[src/rtl/seq_pattern_gen_if.sv]
// Request channel plus serial line outputs of the bit-pattern transmitter.
// "master" is the request source and line consumer; "slave" is the transmitter.
interface seq_pattern_gen_if #(
  parameter int PAT_W = 4,
  parameter int CNT_W = 8,
  parameter int GAP_W = 4
);
  logic             pat_valid;
  logic             pat_ready;
  logic [PAT_W-1:0] pat_data;
  logic [CNT_W-1:0] repeat_cnt;
  logic [GAP_W-1:0] gap_len;
  logic             output_bit;
  logic             bit_valid;
  logic             in_pattern;
  logic             done;
  logic             busy;
  logic [2:0]       present_state;

  modport master (
    output pat_valid, pat_data, repeat_cnt, gap_len,
    input  pat_ready, output_bit, bit_valid, in_pattern, done, busy, present_state
  );

  modport slave (
    input  pat_valid, pat_data, repeat_cnt, gap_len,
    output pat_ready, output_bit, bit_valid, in_pattern, done, busy, present_state
  );
endinterface

[src/rtl/seq_pattern_gen.sv]
// Serial pattern transmitter: first bit one cycle after accept, MSB-first, repeats with gaps; ena=0 freezes all state.
// Accepts only in IDLE (pat_ready combinational); SEQGEN_LFSR_FILL_EN selects LFSR gap fill instead of zeros.
module seq_pattern_gen #(
  parameter int PAT_W = 4,
  parameter int CNT_W = 8,
  parameter int GAP_W = 4
) (
  input  logic             clk,
  input  logic             rst,
  input  logic             ena,
  seq_pattern_gen_if.slave bus
);

  localparam int IDX_W = $clog2(PAT_W);

  typedef enum logic [2:0] {
    IDLE = 3'd0,
    SEND = 3'd1,
    GAP  = 3'd2,
    DONE = 3'd3
  } state_t;

  state_t           state_q;
  logic [IDX_W-1:0] idx_q;
  logic [IDX_W-1:0] idx_d;
  logic [PAT_W-1:0] pat_q;
  logic [CNT_W-1:0] rep_q;
  logic [GAP_W-1:0] gap_q;
  logic [GAP_W-1:0] gcnt_q;
  logic             obit_q;
  logic             bvld_q;
  logic             inpat_q;
  logic             done_q;
  logic             accept;
  logic             fill_first;
  logic             fill_next;

  assign bus.pat_ready     = (state_q == IDLE) & ena & ~rst;
  assign accept            = bus.pat_valid & bus.pat_ready;
  assign idx_d             = idx_q - 1'b1;
  assign bus.output_bit    = obit_q;
  assign bus.bit_valid     = bvld_q & ena;
  assign bus.in_pattern    = inpat_q;
  assign bus.done          = done_q;
  assign bus.busy          = (state_q != IDLE);
  assign bus.present_state = state_q;

`ifdef SEQGEN_LFSR_FILL_EN
  logic [7:0] lfsr_q;
  logic [7:0] lfsr_d;

  // x^8+x^6+x^5+x^4+1, shifted MSB-out; one step per presented gap bit
  assign lfsr_d     = {lfsr_q[6:0], lfsr_q[7] ^ lfsr_q[5] ^ lfsr_q[4] ^ lfsr_q[3]};
  assign fill_first = lfsr_q[7];
  assign fill_next  = lfsr_d[7];

  always_ff @(posedge clk) begin
    if (rst) begin
      lfsr_q <= 8'hA5;
    end else if (ena && state_q == GAP) begin
      lfsr_q <= lfsr_d;
    end
  end
`else
  assign fill_first = 1'b0;
  assign fill_next  = 1'b0;
`endif

  always_ff @(posedge clk) begin
    if (rst) begin
      state_q <= IDLE;
      idx_q   <= '0;
      pat_q   <= '0;
      rep_q   <= '0;
      gap_q   <= '0;
      gcnt_q  <= '0;
      obit_q  <= 1'b0;
      bvld_q  <= 1'b0;
      inpat_q <= 1'b0;
      done_q  <= 1'b0;
    end else if (ena) begin
      case (state_q)
        IDLE: begin
          if (accept) begin
            pat_q   <= bus.pat_data;
            rep_q   <= bus.repeat_cnt;
            gap_q   <= bus.gap_len;
            idx_q   <= IDX_W'(PAT_W - 1);
            obit_q  <= bus.pat_data[PAT_W-1];
            bvld_q  <= 1'b1;
            inpat_q <= 1'b1;
            state_q <= SEND;
          end
        end
        SEND: begin
          if (idx_q != '0) begin
            idx_q  <= idx_d;
            obit_q <= pat_q[idx_d];
          end else if (rep_q != '0) begin
            rep_q <= rep_q - 1'b1;
            if (gap_q != '0) begin
              gcnt_q  <= gap_q - 1'b1;
              obit_q  <= fill_first;
              inpat_q <= 1'b0;
              state_q <= GAP;
            end else begin
              idx_q  <= IDX_W'(PAT_W - 1);
              obit_q <= pat_q[PAT_W-1];
            end
          end else begin
            obit_q  <= 1'b0;
            bvld_q  <= 1'b0;
            inpat_q <= 1'b0;
            done_q  <= 1'b1;
            state_q <= DONE;
          end
        end
        GAP: begin
          // gcnt_q counts fill bits still to come after the one on the line
          if (gcnt_q == '0) begin
            idx_q   <= IDX_W'(PAT_W - 1);
            obit_q  <= pat_q[PAT_W-1];
            inpat_q <= 1'b1;
            state_q <= SEND;
          end else begin
            gcnt_q <= gcnt_q - 1'b1;
            obit_q <= fill_next;
          end
        end
        DONE: begin
          done_q  <= 1'b0;
          state_q <= IDLE;
        end
        default: begin
          obit_q  <= 1'b0;
          bvld_q  <= 1'b0;
          inpat_q <= 1'b0;
          done_q  <= 1'b0;
          state_q <= IDLE;
        end
      endcase
    end
  end

endmodule

[src/flat_wrapper.sv]
// flat-port wrapper written by rule: the top's interface ports become plain ports
module seq_pattern_gen_flat 
#(
  parameter int PAT_W = 4,
  parameter int CNT_W = 8,
  parameter int GAP_W = 4
)
  (clk, rst, ena, bus_pat_valid, bus_pat_data, bus_repeat_cnt, bus_gap_len, bus_pat_ready, bus_output_bit, bus_bit_valid, bus_in_pattern, bus_done, bus_busy, bus_present_state);
  seq_pattern_gen_if #(.PAT_W(PAT_W), .CNT_W(CNT_W), .GAP_W(GAP_W)) bus_i ();
  input  logic clk;
  input  logic rst;
  input  logic ena;
  input wire logic [$bits(bus_i.pat_valid)-1:0] bus_pat_valid;
  input wire logic [$bits(bus_i.pat_data)-1:0] bus_pat_data;
  input wire logic [$bits(bus_i.repeat_cnt)-1:0] bus_repeat_cnt;
  input wire logic [$bits(bus_i.gap_len)-1:0] bus_gap_len;
  output wire logic [$bits(bus_i.pat_ready)-1:0] bus_pat_ready;
  output wire logic [$bits(bus_i.output_bit)-1:0] bus_output_bit;
  output wire logic [$bits(bus_i.bit_valid)-1:0] bus_bit_valid;
  output wire logic [$bits(bus_i.in_pattern)-1:0] bus_in_pattern;
  output wire logic [$bits(bus_i.done)-1:0] bus_done;
  output wire logic [$bits(bus_i.busy)-1:0] bus_busy;
  output wire logic [$bits(bus_i.present_state)-1:0] bus_present_state;
  assign bus_i.pat_valid = bus_pat_valid;
  assign bus_i.pat_data = bus_pat_data;
  assign bus_i.repeat_cnt = bus_repeat_cnt;
  assign bus_i.gap_len = bus_gap_len;
  assign bus_pat_ready = bus_i.pat_ready;
  assign bus_output_bit = bus_i.output_bit;
  assign bus_bit_valid = bus_i.bit_valid;
  assign bus_in_pattern = bus_i.in_pattern;
  assign bus_done = bus_i.done;
  assign bus_busy = bus_i.busy;
  assign bus_present_state = bus_i.present_state;
  seq_pattern_gen #(.PAT_W(PAT_W), .CNT_W(CNT_W), .GAP_W(GAP_W)) u_core (.clk(clk), .rst(rst), .ena(ena), .bus(bus_i));
endmodule
[config.mk]
export PLATFORM = sky130hd
export DESIGN_NAME = seq_pattern_gen_flat
export DESIGN_NICKNAME = d
export VERILOG_FILES = /design/src/rtl/seq_pattern_gen_if.sv /design/src/rtl/seq_pattern_gen.sv /design/src/flat_wrapper.sv
export SDC_FILE = /design/constraint.sdc
export NUM_CORES = 1
export LEC_CHECK = 0
export ABC_AREA = 1
export CAP_MARGIN = 0
export CELL_PAD_IN_SITES_DETAIL_PLACEMENT = 1
export CELL_PAD_IN_SITES_GLOBAL_PLACEMENT = 1
export CORE_ASPECT_RATIO = 0.8
export CORE_MARGIN = 8
export CORE_UTILIZATION = 35
export CTS_BUF_LIST = sky130_fd_sc_hd__clkbuf_8
export CTS_CLUSTER_DIAMETER = 30
export CTS_CLUSTER_SIZE = 24
export DETAILED_ROUTE_END_ITERATION = 8
export GPL_TIMING_DRIVEN = 0
export PLACE_DENSITY_LB_ADDON = 0.1
export SYNTH_ARGS = -nofsm -noshare
export SYNTH_HDL_FRONTEND = slang
export SYNTH_SLANG_ARGS = --single-unit
export TNS_END_PERCENT = 100
[constraint.sdc]
create_clock -name clk -period 1.9 [get_ports clk]
set_input_delay 0.19 -clock clk [delete_from_list [all_inputs] [get_ports clk]]
set_output_delay 0.19 -clock clk [all_outputs]
set_load 0.005 [all_outputs]
==> results.py, run 1 <==
metrics = {
    "setup_path": {
        "worstSetupStartpoint": "ena",
        "rr_startpoint": "u_core.rep_q[0]$_SDFFE_PP0P_",
        "critPathLaunchType": "input port",
        "cp_data_arrival_time_ps": 1640,
        "crit_path_end_kind": "primary output",
        "rr_worst_depth": 9,
        "required_ps": 1710,
        "reg2reg_to": "u_core.rep_q[2]$_SDFFE_PP0P_",
        "ff2ff_setup_slack_ps": 160,
        "crit_fanout": 5,
        "critPathKind": "in2out",
    },
    "clock_network": {
        "cts.sinks": 28,
        "cts_hold_buf": 0,
        "path_clk_slew_ps": 100,
        "htreeDepth": 1,
        "cts_tree": "done",
        "numCtsBuffers": 3,
        "clock_latency_ps": 280,
        "clockRootBuffer": "clkbuf_8",
        "max-clock-path-buffers": 2,
    },
    "hold_path": {
        "min_to": "u_core.bus.present_state[1]$_SDFFE_PP0P_",
        "hold_class": "in2reg",
        "min_from": "rst",
        "hold_path_depth": 2,
    },
    "logic_synthesis": {
        "syn-cell-area_um2": 1720,
        "synth-seq-area-share_pct": 32.6,
        "syn_avg_cell_area_um2": 6.49,
        "yosysUniqueCellTypes": 30,
        "synth_top_area_share_pct": 32.6,
        "synth-seq-cells": 28,
        "synth_largest_area_cell": "dfxtp_1",
        "synth.yosys.warnings": 0,
        "synthCells": 265,
        "syn-num-nets": 288,
        "synth_area_leaders": "dfxtp_1 (33%), nand2_1 (12%), nor2_1 (8.9%), o21ai_0 (7.6%), inv_1 (6.5%)",
    },
    "finish": {
        "n_fill_cell": 628,
        "stdcell_area_um2": 2140,
        "nets": 322,
        "syn_to_final_growth_pct": 24.4,
        "drive_above_1_share_pct": 13.8,
        "antenna_cells": 0,
        "layout.cells.non_filler": 358,
        "seqCellArea_um2": 563,
        "multi_input_area_um2": 976,
    },
    "global_route": {
        "grt_max_degree": 16,
        "antenna_found_initial": 0,
        "grt_pass1_wl_um": 8540,
        "overflow": 0,
        "grtUsageTotal_pct": 13.9,
        "first_global_vias": 1771,
    },
    "drt": {
        "viasPerCell": 4.89,
        "via_count": 1752,
        "drtAntennaViolNets": 0,
        "wl_per_cell_um": 14.0,
        "wl_um": 5000,
        "drc": 0,
        "drt_first_pass_iters": 4,
        "drt_iter0_drc": 52,
    },
    "pwr": {
        "p_total_mw": 1.41,
        "power_density_nw_per_um2": 658,
        "p_leak_nw": 0.902,
        "irDropWorstVdd_uv": 363,
    },
    "floorplan": {
        "start_util_pct": 37.0,
        "top_level_ports": 29,
        "core_um2": 4650,
        "num_rows": 22,
        "die_area_um2": 7430,
        "fp.dieW_um": 94.4,
        "die_h_um": 78.7,
    },
    "timing": {
        "setup_viol": 0,
        "min_period_ps": 1830,
        "finalClockSkew_ps": 4.14,
        "fmax_ghz": 0.548,
        "drv_slew": 0,
        "post-route-period-util_pct": 96.1,
        "finalHoldViolations": 0,
    },
    "placed_design": {
        "hpwl_um": 3960,
        "routabilityCongestion": 0.767,
        "place_area_um2": 2060,
        "dp.cells": 351,
        "port_buffers": 26,
    },
    "job": {
        "cap_violations": 0,
    },
    "run_status": {
        "outcome": "finished, final reports clean",
    },
}
## stage by stage
stage	hold slack [ps]	setup slack [ps]	TNS (ps)	util (%)
floorplan	352	486	0	-
global placement	426	23.7	0	44.2
detailed placement	429	12.9	0	44.2
CTS	121	28.1	0	45.5
global route	117	-19.0	-45.5	46.0
finish	123	74.2	0	46.0
## state kept, by name, indices dropped and copies added, names as in the netlist
name / flops
u_core.rep_q: 8
u_core.gap_q: 4
u_core.gcnt_q: 4
u_core.pat_q: 4
u_core.bus.present_state: 2
u_core.idx_q: 2
u_core.bus.done: 1
u_core.bus.in_pattern: 1
u_core.bus.output_bit: 1
u_core.bvld_q: 1
## what timing repair did
action	4_1_cts	5_1_grt
gates resized for setup	1	2
setup buffers	0	3
setup endpoints to repair	1	4
pin swaps	0	1
## synthesized netlist by cell type
cell type	count
o21ai_0	26
and2_1	2
nor2_4	5
nor3_1	1
nand4_1	4
nand3_2	1
o21ai_1	3
o21ai_4	1
nand2_1	53
conb_1	1
dfxtp_1	28
buf_4	2
or2_2	1
a31oi_1	1
inv_2	5
nor2_2	1
buf_2	3
ha_1	3
buf_6	1
clkbuf_1	1
a21oi_1	20
nand3_1	18
inv_1	30
xor2_1	1
nor2_1	41
nor3_2	1
o21ai_2	1
nand2_2	4
inv_4	2
nand2_4	4
## area by class of cell
cell class / count / share of cell area [%]
plain buffers: 7 / 2.10
clock buffers: 4 / 2.57
inverters: 37 / 6.72
multi-input cells: 193 / 45.6
well taps: 60 / 3.51
flip-flops and latches: 28 / 26.3
repair buffers: 29 / 13.2
## placed cells by master, fill, tap and decap left out, types with 2 or more instances in the layout
cell / Yosys / layout
inv_2: 5 / 5
nand2_4: 4 / 4
o21ai_1: 3 / 3
nor2_4: 5 / 6
dfxtp_2: 0 / 2
buf_2: 3 / 3
inv_4: 2 / 2
nand3_1: 18 / 18
clkbuf_8: 0 / 4
inv_1: 30 / 30
clkdlybuf4s50_1: 0 / 26
and2_1: 2 / 2
nand2_2: 4 / 4
nor2_1: 41 / 41
ha_1: 3 / 3
nand4_1: 4 / 4
o21ai_0: 26 / 26
nand2_1: 53 / 53
a21oi_1: 20 / 20
dfxtp_1: 28 / 26
buf_4: 2 / 5
## metal layers
layer | routed length (um) | track usage (%) | vias up
li1 | - | - | 910
met1 | 2620 | 19.7 | 815
met2 | 2200 | 21.4 | 25
met3 | 164 | 2.91 | 2
met4 | 15 | 1.90 | 0
met5 | 0 | 0 | -
## cells by family (layout without fill, tap and decap cells)
group,after synthesis,in the layout,share of synthesized area [%]
fa+ha+maj,3,3,2.18
xor+xnor,1,1,0.509
flops,28,28,32.6
buf+inv,44,77,11.0
compound gates,52,52,16.1
other cells,1,1,0.218
simple gates,136,136,37.5
## critical path: stages
cell             delay [ps]
clkdlybuf4s50_1         600
nand2_2                 130
nor2_4                  170
clkdlybuf4s50_1         530
## report_power, final
group | switching [mW] | total [mW] | internal [mW]
registers | 0.0301 | 0.650 | 0.620
logic | 0.222 | 0.378 | 0.156
clock network | 0.195 | 0.381 | 0.186
## worst max-delay path by stage
stage | endpoint | slack (ps) | depth (start not counted)
finish | bus_pat_ready | 70 | 4
global route | u_core.rep_q[2]$_SDFFE_PP0P_ | -20 | 9
global placement | u_core.rep_q[3]$_SDFFE_PP0P_ | 20 | 6
CTS | bus_pat_ready | 30 | 4
detailed placement | u_core.rep_q[3]$_SDFFE_PP0P_ | 10 | 6
floorplan | u_core.gcnt_q[2]$_SDFFE_PP0P_ | 490 | 10
(Power assumes the default switching activity.)
==> run 2, diff against run 1 <==
--- a/config.mk
+++ b/config.mk
@@ -6,7 +6,7 @@
 export NUM_CORES = 1
 export LEC_CHECK = 0
 export ABC_AREA = 1
-export CAP_MARGIN = 0
+export CAP_MARGIN = 10
 export CELL_PAD_IN_SITES_DETAIL_PLACEMENT = 1
 export CELL_PAD_IN_SITES_GLOBAL_PLACEMENT = 1
 export CORE_ASPECT_RATIO = 0.8
@@ -17,7 +17,7 @@
 export CTS_CLUSTER_SIZE = 24
 export DETAILED_ROUTE_END_ITERATION = 8
 export GPL_TIMING_DRIVEN = 0
-export PLACE_DENSITY_LB_ADDON = 0.1
+export PLACE_DENSITY = 0.84
 export SYNTH_ARGS = -nofsm -noshare
 export SYNTH_HDL_FRONTEND = slang
 export SYNTH_SLANG_ARGS = --single-unit
==> results.py, run 2 (synthesis results as in run 1) <==
metrics = {
    "floorplan": {
        "num_rows": 22,
        "start_util_pct": 37.0,
        "die_h_um": 78.7,
        "die_area_um2": 7430,
        "top_level_ports": 29,
        "core_um2": 4650,
        "fp.dieW_um": 94.4,
    },
    "global_route": {
        "grt_max_degree": 17,
        "grtUsageTotal_pct": 13.4,
        "grt_pass1_wl_um": 8250,
        "antenna_found_initial": 0,
        "first_global_vias": 1799,
        "overflow": 0,
    },
    "setup_path": {
        "ff2ff_setup_slack_ps": 100,
        "worstSetupStartpoint": "u_core.rep_q[0]$_SDFFE_PP0P_",
        "cp-endpoint": "u_core.rep_q[3]$_SDFFE_PP0P_",
        "cp_data_arrival_time_ps": 1980,
        "cp_common_cell": "nor2_1",
        "required_ps": 2090,
        "crit_chain": "inv_1 -> ha_1 -> nand3_1 -> nor2_1 -> nand2_2 -> nand4_1 -> o21ai_1 -> nor2_1",
        "reg2reg_to": "u_core.rep_q[3]$_SDFFE_PP0P_",
        "critPathKind": "reg2reg",
        "rr_startpoint": "u_core.rep_q[0]$_SDFFE_PP0P_",
        "crit_fanout": 6,
        "slowest_delay_ps": 390,
        "slowest_stage": "dfxtp_1",
        "critPathLaunchType": "flop",
        "crit_path_end_kind": "flop",
        "rr_worst_depth": 8,
    },
    "placed_design": {
        "hpwl_um": 3710,
        "routabilityCongestion": 0.790,
        "port_buffers": 26,
    },
    "hold_path": {
        "hold_class": "in2reg",
    },
    "drt": {
        "wl_met2_um": 2100,
        "drt-met1-wl_um": 2490,
        "viasPerCell": 4.90,
        "wl_per_cell_um": 13.5,
        "drtAntennaViolNets": 0,
        "wl_um": 4780,
        "drt_first_pass_iters": 4,
        "wl_met3_um": 178,
        "via_count": 1741,
        "routed.top_layer": "met4",
        "drc": 0,
        "drt_iter0_drc": 56,
    },
    "finish": {
        "drive_above_1_share_pct": 12.9,
        "largest_reg_flops": 8,
        "regMostFlops": "u_core.rep_q",
        "seqCellArea_um2": 563,
        "final_common_cell": "nand2_1",
        "nets": 319,
        "multi_input_area_um2": 976,
        "syn_to_final_growth_pct": 24.2,
        "n_fill_cell": 624,
        "antenna_cells": 0,
        "mostFrequentLayoutCells": "nand2_1 (53), nor2_1 (41), inv_1 (30)",
    },
    "pwr": {
        "p_total_mw": 1.51,
        "p_leak_nw": 0.905,
        "irDropWorstVdd_uv": 365,
        "power_density_nw_per_um2": 704,
    },
    "clock_network": {
        "htreeDepth": 1,
        "cts.sinks": 28,
        "max-clock-path-buffers": 2,
        "cts_hold_buf": 0,
        "clock_latency_ps": 280,
        "numCtsBuffers": 3,
        "clockRootBuffer": "clkbuf_8",
        "cts_tree": "done",
        "path_clk_slew_ps": 100,
    },
    "timing": {
        "min_period_ps": 1800,
        "finalClockSkew_ps": 2.09,
        "finalSetupTns_ps": 0,
        "rsz0062_at_grt": "false",
        "drv_slew": 0,
        "post-route-period-util_pct": 94.5,
        "setup_viol": 0,
        "finalHoldViolations": 0,
        "fmax_ghz": 0.557,
    },
    "run_status": {
        "outcome": "finished, final reports clean",
    },
    "job": {
        "cap_violations": 0,
    },
}
run 2: cell types whose count changed in the layout (fill, tap and decap cells not counted), sizes merged:
cell / delta
dlymetal6s2s: +1
clkdlybuf4s50: -1
clkbuf: -1
bufinv: +1
buf: -3
run 2: worst min-delay path by stage:
stage | from | end | slack [ps] | depth (start not counted)
6_report | rst | u_core.bus.present_state[1]$_SDFFE_PP0P_ | 110 | 2
5_1_grt | rst | u_core.bus.present_state[1]$_SDFFE_PP0P_ | 110 | 2
3_5_place_dp | rst | u_core.pat_q[0]$_SDFFE_PP0P_ | 420 | 2
2_1_floorplan | bus_gap_len[0] | u_core.gap_q[0]$_SDFFE_PP0P_ | 350 | 2
4_1_cts | rst | u_core.pat_q[2]$_SDFFE_PP0P_ | 110 | 2
3_3_place_gp | rst | u_core.gap_q[0]$_SDFFE_PP0P_ | 420 | 2
run 2: report_power, final:
group          total, mW  leakage [nW]  internal, mW  switching, mW
logic              0.370         0.641         0.151          0.219
registers          0.650         0.229         0.620         0.0295
clock network      0.486        0.0357         0.283          0.203
total               1.51         0.905          1.05          0.452
run 2: repair_timing:
item / 4_1_cts / 5_1_grt
endpoints found under the setup margin: 1 / 2
setup buffers: 0 / 0
gates resized for setup: 1 / 4
run 2: per-stage QoR:
step	hold WS (ps)	worst slack, ps	area, um2	instances	util, %
after floorplan	352	486	1720	265	-
after global placement	416	22.5	2060	351	44.2
after detailed placement	422	-25.6	2060	351	44.2
after CTS	110	25.7	2130	355	45.8
after global routing	110	1.87	2140	355	45.9
final	114	104	2140	355	45.9
run 2: layer usage:
layer / up-vias / global-route usage, %
met5: - / 0
met4: 0 / 1.90
met3: 2 / 2.73
met2: 31 / 21.4
met1: 810 / 18.5
li1: 898 / -
run 2: worst max-delay path, delay by kind of cell, from the launching register on:
kind / cells / cell delay, ps
DFF: 1 / 390
adders and majority gates: 1 / 230
buffers and inverters: 1 / 70
AOI/OAI and AO/OA: 1 / 230
and+or+nand+nor: 5 / 760
run 2: final cells by class:
| class | instances | share of cell area, % |
|---|---|---|
| clock buffer | 3 | 1.93 |
| sequential | 28 | 26.3 |
| tap | 60 | 3.51 |
| inverter | 37 | 6.73 |
| timing repair buffer | 26 | 12.3 |
| multi-input combinational | 193 | 45.7 |
| buffer | 7 | 2.11 |
| clock inverter | 1 | 1.41 |
==> edit 1 (config.mk and constraints of run 2) <==
`GAP_W` is set to 4 in 3 places; all go to 3.
--- a/src/rtl/seq_pattern_gen_if.sv
+++ b/src/rtl/seq_pattern_gen_if.sv
@@ -3,7 +3,7 @@
 interface seq_pattern_gen_if #(
   parameter int PAT_W = 4,
   parameter int CNT_W = 8,
-  parameter int GAP_W = 4
+  parameter int GAP_W = 3
 );
   logic             pat_valid;
   logic             pat_ready;
--- a/src/rtl/seq_pattern_gen.sv
+++ b/src/rtl/seq_pattern_gen.sv
@@ -3,7 +3,7 @@
 module seq_pattern_gen #(
   parameter int PAT_W = 4,
   parameter int CNT_W = 8,
-  parameter int GAP_W = 4
+  parameter int GAP_W = 3
 ) (
   input  logic             clk,
   input  logic             rst,
--- a/src/flat_wrapper.sv
+++ b/src/flat_wrapper.sv
@@ -3,7 +3,7 @@
 #(
   parameter int PAT_W = 4,
   parameter int CNT_W = 8,
-  parameter int GAP_W = 4
+  parameter int GAP_W = 3
 )
   (clk, rst, ena, bus_pat_valid, bus_pat_data, bus_repeat_cnt, bus_gap_len, bus_pat_ready, bus_output_bit, bus_bit_valid, bus_in_pattern, bus_done, bus_busy, bus_present_state);
   seq_pattern_gen_if #(.PAT_W(PAT_W), .CNT_W(CNT_W), .GAP_W(GAP_W)) bus_i ();
Ports: changed (resized bus_gap_len); port bits go from 29 to 28. No check against the original RTL was run, so the function may have changed too.
==> edit 1 against run 2 <==
  * Area after synthesis decreased by 8.4%
  * Design area decreased by 7.4%
  * Total power decreased by 14%
  * Sequential cell count decreased by 2
  * Routed wire length decreased by 6.7%
  * Critical path depth decreased by 3
  * Worst setup slack improved by 0.015 ns
  * Clock power decreased by 25%
==> edit 1: results (changes against run 2) <==
Post-layout nets - 313 (-1.9%)
Final GP Congestion - 0.834 (+5.6%)
Placed cells - 346 (-1.4%)
Largest net degree at the start of global routing - 15 (-2)
M2 GR Usage - 20.5% (-0.95 points)
Placed wire-length estimate - 3.57 mm (-3.8%)
Post CTS Setup Buffer Count - 0 (unchanged)
Register area share after synthesis - 33.0% (+0.43 points)
DR WL met2 - 1.99 mm (-5.0%)
Hold Path Class - reg2reg
Worst EP arrival - 1.59 ns (-0.39 ns)
Routed WL - 4.46 mm (-6.7%)
Net Count, Synth - 282 (-2.1%)
Status - finished clean
Setup WS pre-CTS - -0.0513 ns (-0.0256 ns)
Post-Synth Adder-Cell Area - 2.38% (+0.20 points)
Yosys cell types - 23 (-23%)
GRT Util Overall - 13.0% (-0.46 points)
Antenna Cells - 0 (unchanged)
Metal3 WL - 141 µm (-21%)
Synth Area in Compound Gates - 16.0% (-0.12 points)
# fillers - 632 (+1.3%)
GR Util met1 - 17.4% (-1.1 points)
Clk pwr share - 28.1% (-4.2 points)
Via density per instance - 4.73 (-3.5%)
P_clk - 0.364 mW (-25%)
1st-iter DRT viols - 99 (+77%)
Worst setup path endpoint - bus_pat_ready
Async set-reset flop share out of synthesis - 0% (unchanged)
Avg Cell Area, Syn - 6.06 µm² (-6.6%)
Worst Reg-to-Reg Cells - 9 (+1)
Slowest cell on crit path - clkdlybuf4s50_1
Power Internal - 0.898 mW (-15%)
Critical path fanouts, max - 7 (+1)
Placed inst area - 1910 µm² (-7.0%)
Post-Route M1 WL - 2.28 mm (-8.6%)
R2r setup slk - 0.18 ns (+0.08 ns)
Vias in the first global route - 1656 (-7.9%)
CP startpoint - rst
Most area-consuming cells after synthesis - dfxtp_1 33%, nand2_1 18%, inv_1 9.0%, nor2_1 7.4%, a21oi_1 7.3%
Worst VDD drop - 0.302 mV (-17%)
First-pass GRT wire length - 7.62 mm (-7.5%)
Fraction of layout cells with a size suffix above 1 - 7.93% (-5.0 points)
Logic pwr share - 25.8% (+1.2 points)
Leak - 0.850 nW (-6.1%)
Synth cell count leaders - 77 x nand2_1, 38 x inv_1, 31 x nor2_1
Crit path time final - 1.78 ns (-0.0153 ns)
Critical path's top delay family - buffers and inverters
Routed length per placed instance - 12.7 µm (-5.4%)
Layout Skew - 0.00424 ns (+0.00215 ns)
Slowest stage delay, CP - 0.52 ns (+0.13 ns)
edit 1: worst min-delay path by stage:
| stage | startpoint | end | slack, ns | cells after the start |
|---|---|---|---|---|
| 2_1_floorplan | rst | u_core.bus.present_state[0] | 0.26 | 1 |
| 3_3_place_gp | u_core.bvld_q | u_core.bvld_q | 0.45 | 2 |
| 3_5_place_dp | u_core.bvld_q | u_core.bvld_q | 0.46 | 2 |
| 4_1_cts | u_core.bvld_q | u_core.bvld_q | 0.48 | 2 |
| 5_1_grt | u_core.bvld_q | u_core.bvld_q | 0.49 | 2 |
| 6_report | u_core.pat_q[1] | u_core.pat_q[1] | 0.47 | 2 |
edit 1: area by class of cell:
cell class | instances | area, µm² | share of cell area, %
well taps | 60 | 75.1 | 3.79
clock buffers | 4 | 55.1 | 2.78
inverters | 39 | 146 | 7.40
multi-input cells | 189 | 883 | 44.6
plain buffers | 6 | 36.3 | 1.83
repair buffers | 26 | 260 | 13.1
flip-flops and latches | 26 | 523 | 26.4
==> edit 2 (config.mk and constraints of run 2) <==
Made on the original files. Build with the macro `SEQGEN_LFSR_FILL_EN` defined.
--- a/src/rtl/seq_pattern_gen.sv
+++ b/src/rtl/seq_pattern_gen.sv
@@ -1,5 +1,7 @@
 // Serial pattern transmitter: first bit one cycle after accept, MSB-first, repeats with gaps; ena=0 freezes all state.
 // Accepts only in IDLE (pat_ready combinational); SEQGEN_LFSR_FILL_EN selects LFSR gap fill instead of zeros.
+`define SEQGEN_LFSR_FILL_EN
+
 module seq_pattern_gen #(
   parameter int PAT_W = 4,
   parameter int CNT_W = 8,
Behaviour: not the same (a bounded check fails within 10 cycles, from zero or initial values and one cycle with rst high).
==> edit 2 against run 2 <==
  * Area after synthesis increased by 15%
  * Worst setup slack lost 0.0060 ns
  * Sequential cell count rose by 8
  * First-iteration DRC count rose by 59%
  * Die area rose by 12%
  * Register-to-register slack improved by 0.07 ns
  * Clock power rose by 1%
  * Design area increased by 15%
  * Largest power group unchanged
  * Total power rose by 13%
  * Routed wire length grew 24%
  * Clock skew increased by 0.0061 ns
==> edit 2: results (changes against run 2) <==
Status - finished clean
Yosys cell types - 24 (-20%)
Clk slew on worst S/H paths - 0.07 ns (-0.03 ns)
Critical path's top delay family - buffers and inverters
Placed wire-length estimate - 4.64 mm (+25%)
Port bufs - 27 (+3.8%)
Worst EP arrival - 1.61 ns (-0.37 ns)
Layout Skew - 0.00821 ns (+0.00612 ns)
GRT Util Overall - 14.6% (+1.2 points)
Critical path fanouts, max - 5 (-1)
Fraction of layout cells with a size suffix above 1 - 9.57% (-3.3 points)
Routed length per placed instance - 14.1 µm (+4.4%)
Htree depth - 2 (+1)
Slowest cell on crit path - clkdlybuf4s50_1
Net Count, Synth - 333 (+16%)
First-pass GRT wire length - 9.87 mm (+20%)
1st-iter DRT viols - 89 (+59%)
Synth cell count leaders - 67 x nand2_1, 50 x nor2_1, 36 x dfxtp_1, 36 x inv_1, 31 x o21ai_0
Via Count - 2078 (+19%)
Most area-consuming cells after synthesis - dfxtp_1 36%, nand2_1 13%, nor2_1 9.5%, o21ai_0 7.8%, inv_1 6.8%
Setup WS pre-CTS - -0.178 ns (-0.152 ns)
DRT Pass-1 Iters - 4 (unchanged)
# fillers - 747 (+20%)
Worst VDD drop - 0.298 mV (-18%)
Post-layout nets - 370 (+16%)
Final GP Congestion - 0.780 (-1.2%)
CTS Buf Count - 5 (+2)
Antenna Cells - 0 (unchanged)
Register area share after synthesis - 36.3% (+3.8 points)
Leak - 1.08 nW (+19%)
Slowest stage delay, CP - 0.53 ns (+0.14 ns)
Yosys Warn Count - 0 (unchanged)
Root buffer cell - clkbuf_8
Initial antenna violation count - 0 (unchanged)
==> edit 2: metal layers <==
metal / part of all wire (%) / wire length [µm] / GRT usage, %
met5: 0 / 0 / 0
met4: 1.3 / 80 / 5.21
met3: 3.3 / 199 / 2.67
met2: 47 / 2800 / 23.5
met1: 48 / 2870 / 18.9
==> edit 2: layout make-up <==
cell class / instances / share of cell area (%)
multi-input combinational: 225 / 43.8
timing repair buffer: 30 / 12.0
clock buffer: 5 / 2.80
buffer: 8 / 1.63
inverter: 41 / 6.27
tap: 78 / 3.98
sequential: 36 / 29.5
==> edit 2: worst register-to-register path, stage by stage (launching register included) <==
cell and delay [ns]:
dfxtp_1 0.35, inv_1 0.10, ha_1 0.20, inv_1 0.07, nand2_2 0.10, nand2_2 0.09
inv_2 0.10, nand3_2 0.11, nor2_2 0.29, o21ai_0 0.12, nor2_1 0.13
==> edit 2: what timing repair did <==
action / CTS / global route
endpoints found under the setup margin: 1 / 13
gates resized for setup: 2 / 4
setup buffers: 0 / 3
==> edit 2: cells by family after synthesis <==
group / synth area share, %
AOI/OAI and AO/OA: 17.0
other: 0.189
buffers and inverters: 9.78
adders and majority gates: 1.89
xor gates and xnor gates: 1.33
DFF: 36.3
and+or+nand+nor: 33.4
==> edit 2: worst paths after layout <==
| kind | cells past startpoint | end | start | slack [ns] |
|---|---|---|---|---|
| worst min-delay path | 5 | u_core.lfsr_q[5] | ena | 0.40 |
| worst max register to register | 10 | u_core.rep_q[5] | u_core.idx_q[0] | 0.17 |
| worst min register to register | 2 | u_core.lfsr_q[1] | u_core.lfsr_q[1] | 0.46 |
| worst max-delay path | 5 | bus_pat_ready | rst | 0.1 |
==> edit 2: power by group <==
group | switching [mW] | internal [mW] | leakage, nW
Sequential | 0.0298 | 0.788 | 0.293
Clock | 0.257 | 0.236 | 0.0359
Combinational | 0.238 | 0.155 | 0.752
==> edit 2: stage by stage <==
stage          instance area, µm²  power [mW]  setup TNS, ns  hold slack (ns)  std cells
2_1_floorplan                1980        1.07              0            0.295        310
3_3_place_gp                 2350        1.20         -0.598            0.440        415
3_5_place_dp                 2350        1.21          -1.41            0.452        415
4_1_cts                      2420        1.71              0            0.464        420
5_1_grt                      2450        1.79              0            0.456        423
6_report                     2450        1.70              0            0.405        423
